File: src/rtl/dmem_arbiter_if.sv
// dmem_arbiter_if: requester-side and memory-side signals of the two-port data-memory arbiter.
interface dmem_arbiter_if #(parameter int DATA_W = 24, parameter int ADDR_W = 24);
  logic req0, req1, we0, we1, ack0, ack1, err0, err1, busy, mem_mem_write;
  logic [ADDR_W-1:0] addr0, addr1, mem_address;
  logic [DATA_W-1:0] wdata0, wdata1, rdata0, rdata1, mem_write_data, mem_mem_data;
  modport slave (
    input  req0, req1, we0, we1, addr0, addr1, wdata0, wdata1, mem_mem_data,
    output ack0, ack1, err0, err1, rdata0, rdata1, busy, mem_address, mem_write_data, mem_mem_write
  );
  modport master (
    output req0, req1, we0, we1, addr0, addr1, wdata0, wdata1, mem_mem_data,
    input  ack0, ack1, err0, err1, rdata0, rdata1, busy, mem_address, mem_write_data, mem_mem_write
  );
endinterface

File: src/rtl/dmem_arbiter.sv
// dmem_arbiter: round-robin two-port sequencer (IDLE -> ACCESS -> RESP) for the data memory.
// Define DMEM_ARB_BOUNDS_EN to suppress and flag accesses at addresses >= DEPTH.
module dmem_arbiter #(
  parameter int DATA_W = 24,
  parameter int ADDR_W = 24,
  parameter int DEPTH  = 24
) (
  input logic clk,
  input logic rst_n,
  dmem_arbiter_if.slave bus
);
`ifdef DMEM_ARB_BOUNDS_EN
  localparam logic BOUNDS = 1'b1;
`else
  localparam logic BOUNDS = 1'b0;
`endif
  localparam logic [ADDR_W-1:0] LIM = ADDR_W'(DEPTH);
  typedef enum logic [1:0] {IDLE, ACCESS, RESP} state_t;
  state_t state, state_nx;
  logic last, owner, we, bad, sel, sel_bad;
  logic ack0, ack1, err0, err1;
  logic [ADDR_W-1:0] addr, sel_addr;
  logic [DATA_W-1:0] wdata, rdata0, rdata1;
  // on a tie the port that did not own the last grant wins
  always_comb begin
    sel = bus.req1 && (!bus.req0 || !last);
    sel_addr = sel ? bus.addr1 : bus.addr0;
    sel_bad = BOUNDS && (sel_addr >= LIM);
    state_nx = state == IDLE ? ((bus.req0 || bus.req1) ? ACCESS : IDLE) :
               state == ACCESS ? RESP : IDLE;
  end
  always_ff @(posedge clk or negedge rst_n)
    if (!rst_n) state <= IDLE;
    else state <= state_nx;
  always_ff @(posedge clk or negedge rst_n)
    if (!rst_n) begin
      last <= 1'b1;
      owner <= 1'b0;
      we <= 1'b0;
      bad <= 1'b0;
      addr <= '0;
      wdata <= '0;
      rdata0 <= '0;
      rdata1 <= '0;
      ack0 <= 1'b0;
      ack1 <= 1'b0;
      err0 <= 1'b0;
      err1 <= 1'b0;
    end else if (state == IDLE) begin
      if (bus.req0 || bus.req1) begin
        owner <= sel;
        we <= sel ? bus.we1 : bus.we0;
        addr <= sel_addr;
        wdata <= sel ? bus.wdata1 : bus.wdata0;
        bad <= sel_bad;
      end
    end else if (state == ACCESS) begin
      last <= owner;
      ack0 <= !owner;
      ack1 <= owner;
      err0 <= !owner && bad;
      err1 <= owner && bad;
      if (!we && !owner) rdata0 <= bad ? '0 : bus.mem_mem_data;
      if (!we && owner) rdata1 <= bad ? '0 : bus.mem_mem_data;
    end else begin
      ack0 <= 1'b0;
      ack1 <= 1'b0;
      err0 <= 1'b0;
      err1 <= 1'b0;
    end
  assign bus.ack0 = ack0;
  assign bus.ack1 = ack1;
  assign bus.err0 = err0;
  assign bus.err1 = err1;
  assign bus.rdata0 = rdata0;
  assign bus.rdata1 = rdata1;
  assign bus.busy = state != IDLE;
  assign bus.mem_address = addr;
  assign bus.mem_write_data = wdata;
  assign bus.mem_mem_write = state == ACCESS && we && !bad;
endmodule

File: src/flat_wrapper.sv
// flat-port wrapper written by rule: the top's interface ports become plain ports
module dmem_arbiter_flat 
#(
  parameter int DATA_W = 24,
  parameter int ADDR_W = 24,
  parameter int DEPTH  = 24
)
  (clk, rst_n, bus_req0, bus_req1, bus_we0, bus_we1, bus_addr0, bus_addr1, bus_wdata0, bus_wdata1, bus_mem_mem_data, bus_ack0, bus_ack1, bus_err0, bus_err1, bus_rdata0, bus_rdata1, bus_busy, bus_mem_address, bus_mem_write_data, bus_mem_mem_write);
  dmem_arbiter_if #(.DATA_W(DATA_W), .ADDR_W(ADDR_W)) bus_i ();
  input logic clk;
  input logic rst_n;
  input wire logic [$bits(bus_i.req0)-1:0] bus_req0;
  input wire logic [$bits(bus_i.req1)-1:0] bus_req1;
  input wire logic [$bits(bus_i.we0)-1:0] bus_we0;
  input wire logic [$bits(bus_i.we1)-1:0] bus_we1;
  input wire logic [$bits(bus_i.addr0)-1:0] bus_addr0;
  input wire logic [$bits(bus_i.addr1)-1:0] bus_addr1;
  input wire logic [$bits(bus_i.wdata0)-1:0] bus_wdata0;
  input wire logic [$bits(bus_i.wdata1)-1:0] bus_wdata1;
  input wire logic [$bits(bus_i.mem_mem_data)-1:0] bus_mem_mem_data;
  output wire logic [$bits(bus_i.ack0)-1:0] bus_ack0;
  output wire logic [$bits(bus_i.ack1)-1:0] bus_ack1;
  output wire logic [$bits(bus_i.err0)-1:0] bus_err0;
  output wire logic [$bits(bus_i.err1)-1:0] bus_err1;
  output wire logic [$bits(bus_i.rdata0)-1:0] bus_rdata0;
  output wire logic [$bits(bus_i.rdata1)-1:0] bus_rdata1;
  output wire logic [$bits(bus_i.busy)-1:0] bus_busy;
  output wire logic [$bits(bus_i.mem_address)-1:0] bus_mem_address;
  output wire logic [$bits(bus_i.mem_write_data)-1:0] bus_mem_write_data;
  output wire logic [$bits(bus_i.mem_mem_write)-1:0] bus_mem_mem_write;
  assign bus_i.req0 = bus_req0;
  assign bus_i.req1 = bus_req1;
  assign bus_i.we0 = bus_we0;
  assign bus_i.we1 = bus_we1;
  assign bus_i.addr0 = bus_addr0;
  assign bus_i.addr1 = bus_addr1;
  assign bus_i.wdata0 = bus_wdata0;
  assign bus_i.wdata1 = bus_wdata1;
  assign bus_i.mem_mem_data = bus_mem_mem_data;
  assign bus_ack0 = bus_i.ack0;
  assign bus_ack1 = bus_i.ack1;
  assign bus_err0 = bus_i.err0;
  assign bus_err1 = bus_i.err1;
  assign bus_rdata0 = bus_i.rdata0;
  assign bus_rdata1 = bus_i.rdata1;
  assign bus_busy = bus_i.busy;
  assign bus_mem_address = bus_i.mem_address;
  assign bus_mem_write_data = bus_i.mem_write_data;
  assign bus_mem_mem_write = bus_i.mem_mem_write;
  dmem_arbiter #(.DATA_W(DATA_W), .ADDR_W(ADDR_W), .DEPTH(DEPTH)) u_core (.clk(clk), .rst_n(rst_n), .bus(bus_i));
endmodule
File: config.mk
export PLATFORM = sky130hd
export DESIGN_NAME = dmem_arbiter_flat
export DESIGN_NICKNAME = d
export VERILOG_FILES = /design/src/rtl/dmem_arbiter_if.sv /design/src/rtl/dmem_arbiter.sv /design/src/flat_wrapper.sv
export SDC_FILE = /design/constraint.sdc
export NUM_CORES = 1
export LEC_CHECK = 0
export CORE_ASPECT_RATIO = 1.1
export CORE_MARGIN = 3
export CORE_UTILIZATION = 38
export DETAILED_ROUTE_END_ITERATION = 6
export GPL_TIMING_DRIVEN = 0
export PLACE_DENSITY = 0.84
export SETUP_SLACK_MARGIN = 0.5
export SKIP_CTS_REPAIR_TIMING = 1
export SYNTH_ARGS = -nofsm -noshare
export SYNTH_HDL_FRONTEND = slang
export SYNTH_SLANG_ARGS = --single-unit
export TNS_END_PERCENT = 50
File: constraint.sdc
create_clock -name clk -period 1.5 [get_ports clk]
set_input_delay 0.225 -clock clk [delete_from_list [all_inputs] [get_ports clk]]
set_output_delay 0.225 -clock clk [all_outputs]
set_load 0.01 [all_outputs]
==> run summary <==
The largest total area in the synthesized netlist belongs to sky130_fd_sc_hd__dfrtp_1. Of the cells placed in the final design, the portion with a size suffix greater than 1 is 0.557. At the worst endpoint, the required time is roughly 1.7 ns. For this design, the slowest cell found on the critical path is sky130_fd_sc_hd__dfstp_2. Internal power comes to between 10 and 15 mW.

The first-pass detailed-route iteration total is 4. The headroom to the max-slew limit is 0.570. Setup repair after global routing could not meet its margin everywhere. The largest driver fanout on the critical path came out at 10.

In this run the core area contains 43 standard-cell rows. The clock tree skew after final layout came out at between 0.005 and 0.006 ns. In this run the register-to-register setup slack is -0.15 ns. The initial antenna violation count is 0. The share of the Yosys chip area taken by registers is 0.521. The number of CTS-inserted buffers is 9. The total length of routed wires came out at ~12 mm. The capturing element type of the critical path is a register. The chip width is approximately 110 um.

The worst hold slack came out at -0.0997 ns. The endpoint identified for the worst register-to-register timing path is u_core.bus.mem_address[17]. The number of nets with antenna violations after detailed routing came out at 0. Of the post-synthesis cell area, the dominant cell type holds 0.516. The worst hold path belongs to the class input port to asynchronous set/reset pin. The floorplan step defined a die boundary enclosing approximately 14000 um^2.

The stage delay of the slowest cell on the critical path is 0.53 ns. The post-place instance area is 7430 um^2. Counting I/O delays and the setup requirement, the final critical path takes 1.65 ns.

The post-detailed-route wirelength per cell came out at about 17 um. 0 antenna diodes ended up in the layout. The relative contribution of the clock network to total power is 0.145. By startpoint and endpoint, the worst setup path is classified as register to register.

The layout net count is 663. The detailed placer's ending HPWL is around 8.8 mm. The synthesized flop and latch total came out at a little over 100.

The number of buffer cells added on primary ports is between 200 and 250. The power per cell area is 1940 nW/um^2. The instance count of the mapped netlist is about 280. The per-instance average area after synthesis is 17.4 um^2. The later-pin clock latency in the skew report came out at about 0.33 ns. The analysis attributes to cell leakage a power of 3.78 nW. The maximum level of the CTS H-tree came out at 3. The flow ran to the end, but the final reports show violations.

By area the synthesized netlist is led by sky130_fd_sc_hd__dfrtp_1 52%, sky130_fd_sc_hd__mux2_4 30%, sky130_fd_sc_hd__mux2_2 11%. The data arrival time at the worst-slack endpoint came out at around 1.9 ns. The tool flagged a number of max-cap violations equal to 0.

The part of the total power dissipated in combinational logic came out at 0.518. The checks that failed: negative hold slack, negative setup slack. For this run, design rule violations remaining after detail routing come to 0. The via count of the first global-routing pass is 3553. The final estimated routing congestion in global placement is between 0.7 and 0.8. The final critical-path share of the clock period is 1.10. The starting density of the core came out at 0.390.

The count of endpoints failing hold in the final timing report was 48. The first routing iteration left ~140 violations. The largest net degree at the start of global routing came out at 55. The critical path's most frequent cell is sky130_fd_sc_hd__mux2_4. The minimum setup slack in the final design is -0.150 ns. The height of the chip came out at roughly 130 um. The net switching power figure is 4.87 mW. The first global-routing pass estimated 17.9 mm of wire. The total overflow left after global routing is 0. After detailed routing, the number of vias per cell comes to 4.68. sky130_fd_sc_hd__dfrtp_1 is the most common cell in the netlist. Of the total power, the share spent switching nets is 0.318. Once layout is done, the placed cells without fillers occupy between 7000 and 8000 um^2.

The count of boundary I/O pins came out at 228. The placeable core region is roughly 13000 um^2. The reg-to-reg startpoint is u_core.last.

The share of synthesized registers carrying an async set or reset is 1.00. For this run, the leading register cell type out of synthesis is sky130_fd_sc_hd__dfrtp_1. The cell area after synthesis is between 4000 and 5000 um^2. After synthesis, the netlist uses 19 different library cells. IR analysis of the VDD net gives a maximum drop of around 0.83 mV. The maximum buffer depth of the clock tree came out at 2. TritonCTS built the clock tree. The area growth from synthesis to final layout is 59.2%.

The final cell utilization of the core is 0.621. The depth of the most critical reg-to-reg path came out at 5. By count the netlist is led by 102 x sky130_fd_sc_hd__dfrtp_1, 98 x sky130_fd_sc_hd__mux2_4, 48 x sky130_fd_sc_hd__mux2_2, 10 x sky130_fd_sc_hd__buf_6, 5 x sky130_fd_sc_hd__buf_12. The all-layer global routing usage came out at 0.155. The total number of clock tree sinks is 103. The via total after detailed routing is between 3000 and 4000. The signal on the critical path passes through a21bo_1, buf_6, buf_12, mux2_4, mux2_4. For this run, the number of Yosys warnings is 0. The setup-violating endpoint count in the final report came out at 90. The worst setup path is launched from a register. The CTS root buffer is sky130_fd_sc_hd__clkbuf_16. The number of pins exceeding their max-slew limit in the final report came out at 0. Of the total power, registers draw 0.338. The fmax came out at just over 600 MHz. The slew at the pin closest to its max-slew limit came out at about 0.64 ns. The number of flops mapped to enable cells by yosys is 0. The clock slew seen by the registers of the worst setup and hold paths is ~0.070 ns.
worst max-delay path, delay by kind of cell (launching register included):
kind,cells,cell delay (ns)
buf+inv,2,0.32
flops,1,0.53
compound gates,1,0.12
mux,2,0.56
flip-flops by register name, indices dropped and copies added (netlist names):
signal and count:
u_core.bus.mem_write_data 24, u_core.we 1, u_core.bus.rdata0 24, u_core.last 1
u_core.bus.ack0 1, u_core.owner 1, u_core.bus.mem_address 24, u_core.bus.rdata1 24
u_core.state 2, u_core.bus.ack1 1
per-stage QoR:
step | std cells | TNS, ns | power, mW | setup WS (ns)
2_1_floorplan | 285 | -5.56 | 9.04 | -0.0655
3_3_place_gp | 667 | -382.67 | 12.7 | -3.42
3_5_place_dp | 668 | -34.36 | 12.9 | -0.413
4_1_cts | 684 | -24.03 | 15.2 | -0.469
5_1_grt | 699 | -12.67 | 16.1 | -0.204
6_report | 699 | -7.99 | 15.3 | -0.150
logic make-up after synthesis:
family / share of synthesized area
AOI/OAI and AO/OA: 0.00303
buffers and inverters: 0.0475
DFF: 0.521
muxes: 0.412
other: 0.000757
and+or+nand+nor: 0.0154
cell type report:
class | count | area (um^2)
fill | 945 | 4820
clock buffer | 10 | 229
buffer | 17 | 258
clock inverter | 6 | 53.8
multi-input combinational | 163 | 2340
inverter | 2 | 7.51
timing repair buffer | 241 | 2220
sequential | 103 | 2580
tap | 157 | 196
layout by cell type, fill, tap and decap left out, drive strengths merged:
cell | netlist | routed
nor2 | 4 | 4
dfrtp | 102 | 102
clkinv | 0 | 2
conb | 1 | 2
mux2i | 3 | 3
nand2 | 1 | 1
clkdlybuf4s50 | 0 | 124
o21ai | 1 | 1
buf | 17 | 131
nor3 | 2 | 2
or2 | 1 | 1
inv | 2 | 5
clkbuf | 0 | 13
and2 | 1 | 1
nand2b | 1 | 1
dfstp | 1 | 1
a21bo | 1 | 1
clkinvlp | 0 | 1
mux2 | 146 | 146
how the worst max path moves through the flow:
| stage | from | end | slack (ns) | cells past startpoint |
|---|---|---|---|---|
| CTS | u_core.state[1] | bus_mem_mem_write | -0.47 | 4 |
| floorplan | u_core.last | u_core.bus.mem_address[0] | -0.07 | 5 |
| finish | u_core.last | u_core.bus.mem_address[17] | -0.15 | 5 |
| global placement | rst_n | u_core.bus.mem_address[6] | -3.42 | 1 |
| global route | u_core.last | u_core.bus.mem_address[17] | -0.20 | 5 |
| detailed placement | bus_req1 | u_core.bus.mem_address[17] | -0.41 | 6 |
power by group through the flow:
stage / logic [mW] / clock network [mW] / registers [mW]
after floorplan: 3.43 / 0 / 5.61
after global placement: 7.64 / 0 / 5.02
after detailed placement: 7.81 / 0 / 5.05
after CTS: 7.82 / 2.28 / 5.05
after global routing: 8.36 / 2.38 / 5.36
final: 7.92 / 2.21 / 5.17
layer usage:
metal,vias up,track usage,share of wire
met4,0,0.0463,0.012
met1,1614,0.190,0.40
met2,142,0.268,0.51
li1,1505,-,-
met3,11,0.0389,0.077
met5,-,0,0
(Power assumes the default switching activity.)
